`config.mk`:
```
export PLATFORM = sky130hd
export DESIGN_NAME = hs_rr_arbiter
export DESIGN_NICKNAME = d
export VERILOG_FILES = /design/src/rtl/hs_rr_arbiter.sv
export SDC_FILE = /design/constraint.sdc
export NUM_CORES = 1
export LEC_CHECK = 0
export BUFFER_PORTS_ARGS = -buffer_cell sky130_fd_sc_hd__buf_2
export CORE_AREA = 3 3 40 42
export CTS_CLUSTER_DIAMETER = 60
export CTS_CLUSTER_SIZE = 10
export DETAILED_ROUTE_END_ITERATION = 12
export DIE_AREA = 0 0 43 45
export PLACE_DENSITY_LB_ADDON = 0.08
export SLEW_MARGIN = 20
export SYNTH_ARGS = -nofsm -noshare
export SYNTH_HDL_FRONTEND = slang
export SYNTH_SLANG_ARGS = --single-unit
export TNS_END_PERCENT = 10
```
`constraint.sdc`:
```
create_clock -name clk_core -period 3.1 [get_ports clk_core]
set_input_delay 0.31 -clock clk_core [delete_from_list [all_inputs] [get_ports clk_core]]
set_output_delay 0.31 -clock clk_core [all_outputs]
set_load 0.005 [all_outputs]
```
`src/rtl/hs_rr_arbiter.sv`:
```
// N:1 valid/ready round-robin arbiter with optional burst lock; one registered stage, 1-cycle latency, full throughput.
// Backpressure: an unaccepted output beat drops every ready_o and freezes the arbitration state.
module hs_rr_arbiter #(
  parameter int WIDTH = 1,
  parameter int N = 2,
  parameter int MAX_BURST = 1,
  localparam int IdBits = ($clog2(N) > 1) ? $clog2(N) : 1,
  localparam int CntBits = ($clog2(MAX_BURST + 1) > 1) ? $clog2(MAX_BURST + 1) : 1
) (
  input  logic                    clk_core,
  input  logic                    rst_core,
  input  logic                    flush,
  input  logic [N-1:0]            valid_i,
  output logic [N-1:0]            ready_o,
  input  logic [N-1:0][WIDTH-1:0] in,
  input  logic                    ready_i,
  output logic                    valid_o,
  output logic [WIDTH-1:0]        out,
  output logic [IdBits-1:0]       out_id
);

  typedef enum logic {IDLE, LOCKED} state_t;

  state_t             state, state_nxt;
  logic [IdBits-1:0]  owner, owner_nxt;
  logic [IdBits-1:0]  last_grant, last_nxt;
  logic [IdBits-1:0]  base, cand, grant;
  logic [CntBits-1:0] burst_cnt, cnt_nxt;
  logic               out_stall, grant_vld, lock_hit, from_idle;

  assign out_stall = valid_o & ~ready_i;
  assign lock_hit  = (state == LOCKED) && valid_i[owner];
  // A released lock behaves as idle in the same cycle, so the search resumes after the owner.
  assign from_idle = !lock_hit;

  always_comb begin
    grant_vld = 1'b0;
    grant     = '0;
    cand      = '0;
    base      = (state == LOCKED) ? owner : last_grant;
    if (!out_stall) begin
      if (lock_hit) begin
        grant_vld = 1'b1;
        grant     = owner;
      end else begin
        for (int k = 1; k <= N; k++) begin
          cand = IdBits'((int'(base) + k) % N);
          if (!grant_vld && valid_i[cand]) begin
            grant_vld = 1'b1;
            grant     = cand;
          end
        end
      end
    end
  end

  always_comb begin
    ready_o = '0;
    if (!rst_core && !flush && grant_vld) ready_o[grant] = 1'b1;
  end

  always_comb begin
    state_nxt = state;
    owner_nxt = owner;
    cnt_nxt   = burst_cnt;
    last_nxt  = last_grant;
    if (!out_stall) begin
      if (state == LOCKED && !valid_i[owner]) begin
        state_nxt = IDLE;
        last_nxt  = owner;
        cnt_nxt   = '0;
      end
      if (grant_vld) begin
        if (from_idle) begin
          if (MAX_BURST > 1) begin
            state_nxt = LOCKED;
            owner_nxt = grant;
            cnt_nxt   = CntBits'(1);
          end else begin
            last_nxt = grant;
          end
        end else if (int'(burst_cnt) + 1 < MAX_BURST) begin
          cnt_nxt = burst_cnt + CntBits'(1);
        end else begin
          state_nxt = IDLE;
          last_nxt  = owner;
          cnt_nxt   = '0;
        end
      end
    end
  end

  always_ff @(posedge clk_core) begin
    if (rst_core) begin
      state      <= IDLE;
      owner      <= '0;
      last_grant <= IdBits'(N - 1);
      burst_cnt  <= '0;
      valid_o    <= 1'b0;
      out        <= '0;
      out_id     <= '0;
    end else if (flush) begin
      state      <= IDLE;
      last_grant <= IdBits'(N - 1);
      burst_cnt  <= '0;
      valid_o    <= 1'b0;
    end else begin
      state      <= state_nxt;
      owner      <= owner_nxt;
      last_grant <= last_nxt;
      burst_cnt  <= cnt_nxt;
      if (!out_stall) begin
        valid_o <= grant_vld;
        if (grant_vld) begin
          out    <= in[grant];
          out_id <= grant;
        end
      end
    end
  end

endmodule
```
==> flow_metrics.env <==
export IMPL_p_sw_mw=0.0440
export IMPL_end_kind="output port"
export IMPL_internal_power_mw=0.130
export IMPL_crit_path_max_fanout=4
export IMPL_synth_area_um2=260
export IMPL_nets=54
export IMPL_rows=13
export IMPL_clk_path_buf_depth=2
export IMPL_ys_seq_area_share_pct=38.5
export IMPL_cp_slowest_cell="dfxtp_1"
export IMPL_timing_final_crit_share_pct=51.5
export IMPL_cts_clk_slew_worst_paths_ns=0.05
export IMPL_via_per_inst=4.62
export IMPL_wl_um=678
export IMPL_critical_path_max_stage_delay_ns=0.32
export IMPL_fin_util_pct=28.4
export IMPL_initial_core_util_pct=20.3
export IMPL_wl_per_cell_um=11.3
export IMPL_peakVddDrop_mv=0.237
export IMPL_clock_skew_ns=0.00461
export IMPL_cts_buffers=3
export IMPL_cts_sinks=5
export IMPL_core_um2=1280
export IMPL_htreeDepth=1
export IMPL_die_y_um=45
export IMPL_grt_pass1_wl_um=1110
export IMPL_critPathLaunchType="flip-flop"
export IMPL_vias=277
export IMPL_die_w_um=43
export IMPL_gr_usage_all_layers_pct=8.01
export IMPL_fin_area_um2=365
export IMPL_fin_setup_tns_ns=0
export IMPL_port_buffers=12
export IMPL_hold_viol=0
export IMPL_critical_path_class="flip-flop to output port"
export IMPL_die_area_um2=1940
export IMPL_setup_worst_path_start="state"
export IMPL_place_congestion=0.672
export IMPL_min_path_type="input pin to flip-flop"
export IMPL_slew_violations=0
export IMPL_grt_max_degree=7
export IMPL_outcome="finished, final reports clean"
export IMPL_clk_latency_ns=0.24
export IMPL_postCtsSetupRepairBufs=0
export IMPL_grt_overflow=0
export IMPL_worstPathRequired_ns=2.79
export IMPL_period_needed_ns=1.60
export IMPL_synth_seq_cells=5
export IMPL_ios=13
export IMPL_timing_rr_start="state"
export IMPL_grt_antenna_before_repair=0
export IMPL_tightest_slew_ns=0.299
export IMPL_grt_pass1_vias=256
export IMPL_leakagePower_nw=0.162
export IMPL_synthCells=29
export IMPL_arrival_ns=1.29
export IMPL_swShare_pct=25.3
export IMPL_root_buffer="clkbuf_4"
export IMPL_avgSynthCellArea_um2=8.97
export IMPL_powerDensity_nw_per_um2=476
export IMPL_n_antenna_cell=0
export IMPL_fmax_mhz=626
export IMPL_hold_buffers=0
export IMPL_dp_hpwl_um=544
export IMPL_tritoncts="yes"
export IMPL_dr_first_iter_drc_count=3
export IMPL_max_cap_viol_count=0
export IMPL_drive_above_1_share_pct=42.2
export IMPL_setup_violations=0
export IMPL_yosysUniqueCellTypes=21
export IMPL_crit_chain="o21ai_1 > nand3_1 > nor2b_1 > buf_2"
export IMPL_slew_headroom_pct=79.9
export IMPL_grt_setup_unrepaired="no"
export IMPL_dr_pass1_iters=2
export IMPL_antenna_left=0
export IMPL_post_cts_resized=0
export IMPL_drc=0
export IMPL_fill_cells=159
export IMPL_p_seq_share_pct=39.7
export IMPL_hold_start="rst_core"
export IMPL_yosysWarnings=0
export IMPL_clkPwrFrac_pct=44.3
export IMPL_comb_power_share_pct=16.0
export IMPL_syn_to_final_growth_pct=40.4
export IMPL_placed_area_um2=339
export IMPL_synth_fp_nets=37
==> power by group through the flow <==
stage | combinational (mW) | clock (mW) | sequential [mW]
floorplan | 0.0145 | 0 | 0.0706
global placement | 0.0276 | 0 | 0.0702
detailed placement | 0.0278 | 0 | 0.0704
CTS | 0.0280 | 0.0797 | 0.0691
global route | 0.0309 | 0.0863 | 0.0693
finish | 0.0277 | 0.0770 | 0.0690
==> flip-flops by register name (all words and copies together), names as in the netlist <==
register,flops
valid_o,1
out,1
state,1
out_id,1
last_grant,1
==> final cells by class <==
| cell class | count | area [um^2] | share of cell area [%] |
|---|---|---|---|
| Timing Repair Buffer | 12 | 60.1 | 16.4 |
| Tap cell | 15 | 18.8 | 5.14 |
| Multi-Input combinational cell | 22 | 153 | 41.8 |
| Inverter | 2 | 7.51 | 2.05 |
| Clock buffer | 4 | 26.3 | 7.19 |
| Sequential cell | 5 | 100 | 27.4 |
==> critical path, delay by kind of cell (launching register included) <==
kind	cells	cell delay [ns]
AND/OR/NAND/NOR	2	0.34
flip-flops	1	0.32
AO/OA/AOI/OAI	1	0.27
buffers and inverters	1	0.13
==> placed cells by master (no fill, tap or decap) <==
cell,instances
o211ai_1,1
o21ai_0,1
clkbuf_4,3
o21ai_1,1
a21oi_1,1
dfxtp_1,5
a21boi_0,1
nor2b_4,1
nand2b_2,1
clkbuf_1,1
nand3_1,2
nor2b_1,1
and3_1,1
nand4b_1,1
nor2_2,1
o31ai_1,1
nand4_1,1
a311oi_2,1
nor2_1,3
o31a_1,1
a31o_1,1
nor3_1,1
inv_1,2
buf_2,12
==> cell usage after synthesis <==
cell type	instances	area [um^2]
nor2b_4	1	13.8
inv_1	2	7.51
nand4b_1	1	8.76
nand4_1	1	6.26
a21oi_1	1	5.00
o31ai_1	1	7.51
o31a_1	1	8.76
nor3_1	1	5.00
nor2_1	3	11.3
dfxtp_1	5	100
nand2b_2	1	8.76
a311oi_2	1	15.0
and3_1	1	6.26
nor2b_1	1	6.26
a31o_1	1	8.76
a21boi_0	1	7.51
nor2_2	1	6.26
o21ai_1	1	5.00
nand3_1	2	10.0
o211ai_1	1	7.51
o21ai_0	1	5.00
==> cells by family (layout without fill, tap and decap cells) <==
| logic type | Yosys count | in the layout | synth area share (%) |
|---|---|---|---|
| AO/OA/AOI/OAI | 9 | 9 | 26.9 |
| AND/OR/NAND/NOR | 13 | 13 | 31.7 |
| buffers and inverters | 2 | 18 | 2.89 |
| flip-flops | 5 | 5 | 38.5 |
==> layer usage <==
layer  track usage, %  up-vias  share of wire [%]
met5                0        -                  0
met2             11.4       12                 45
met1             8.72      125                 42
met4             1.81        0                  0
met3             7.57        0                 13
li1                 -      140                  -
==> path summary, 6_finish.rpt <==
kind	to	slack, ns	cells after the start
setup / recovery	ready_o[0]	1.50	4
hold / removal	out_id	0.26	2
setup reg to reg	out	2.01	3
hold reg to reg	out_id	0.46	2
==> stage by stage <==
stage | total power, mW | worst slack [ns] | hold WS, ns | std cells
after floorplan | 0.0851 | 2.01 | 0.378 | 29
after CTS | 0.177 | 1.52 | 0.255 | 60
after detailed placement | 0.0982 | 1.71 | 0.457 | 56
after global routing | 0.186 | 1.41 | 0.261 | 60
after global placement | 0.0979 | 1.73 | 0.458 | 56
final | 0.174 | 1.50 | 0.259 | 60
Power figures use the tool's default switching activity.
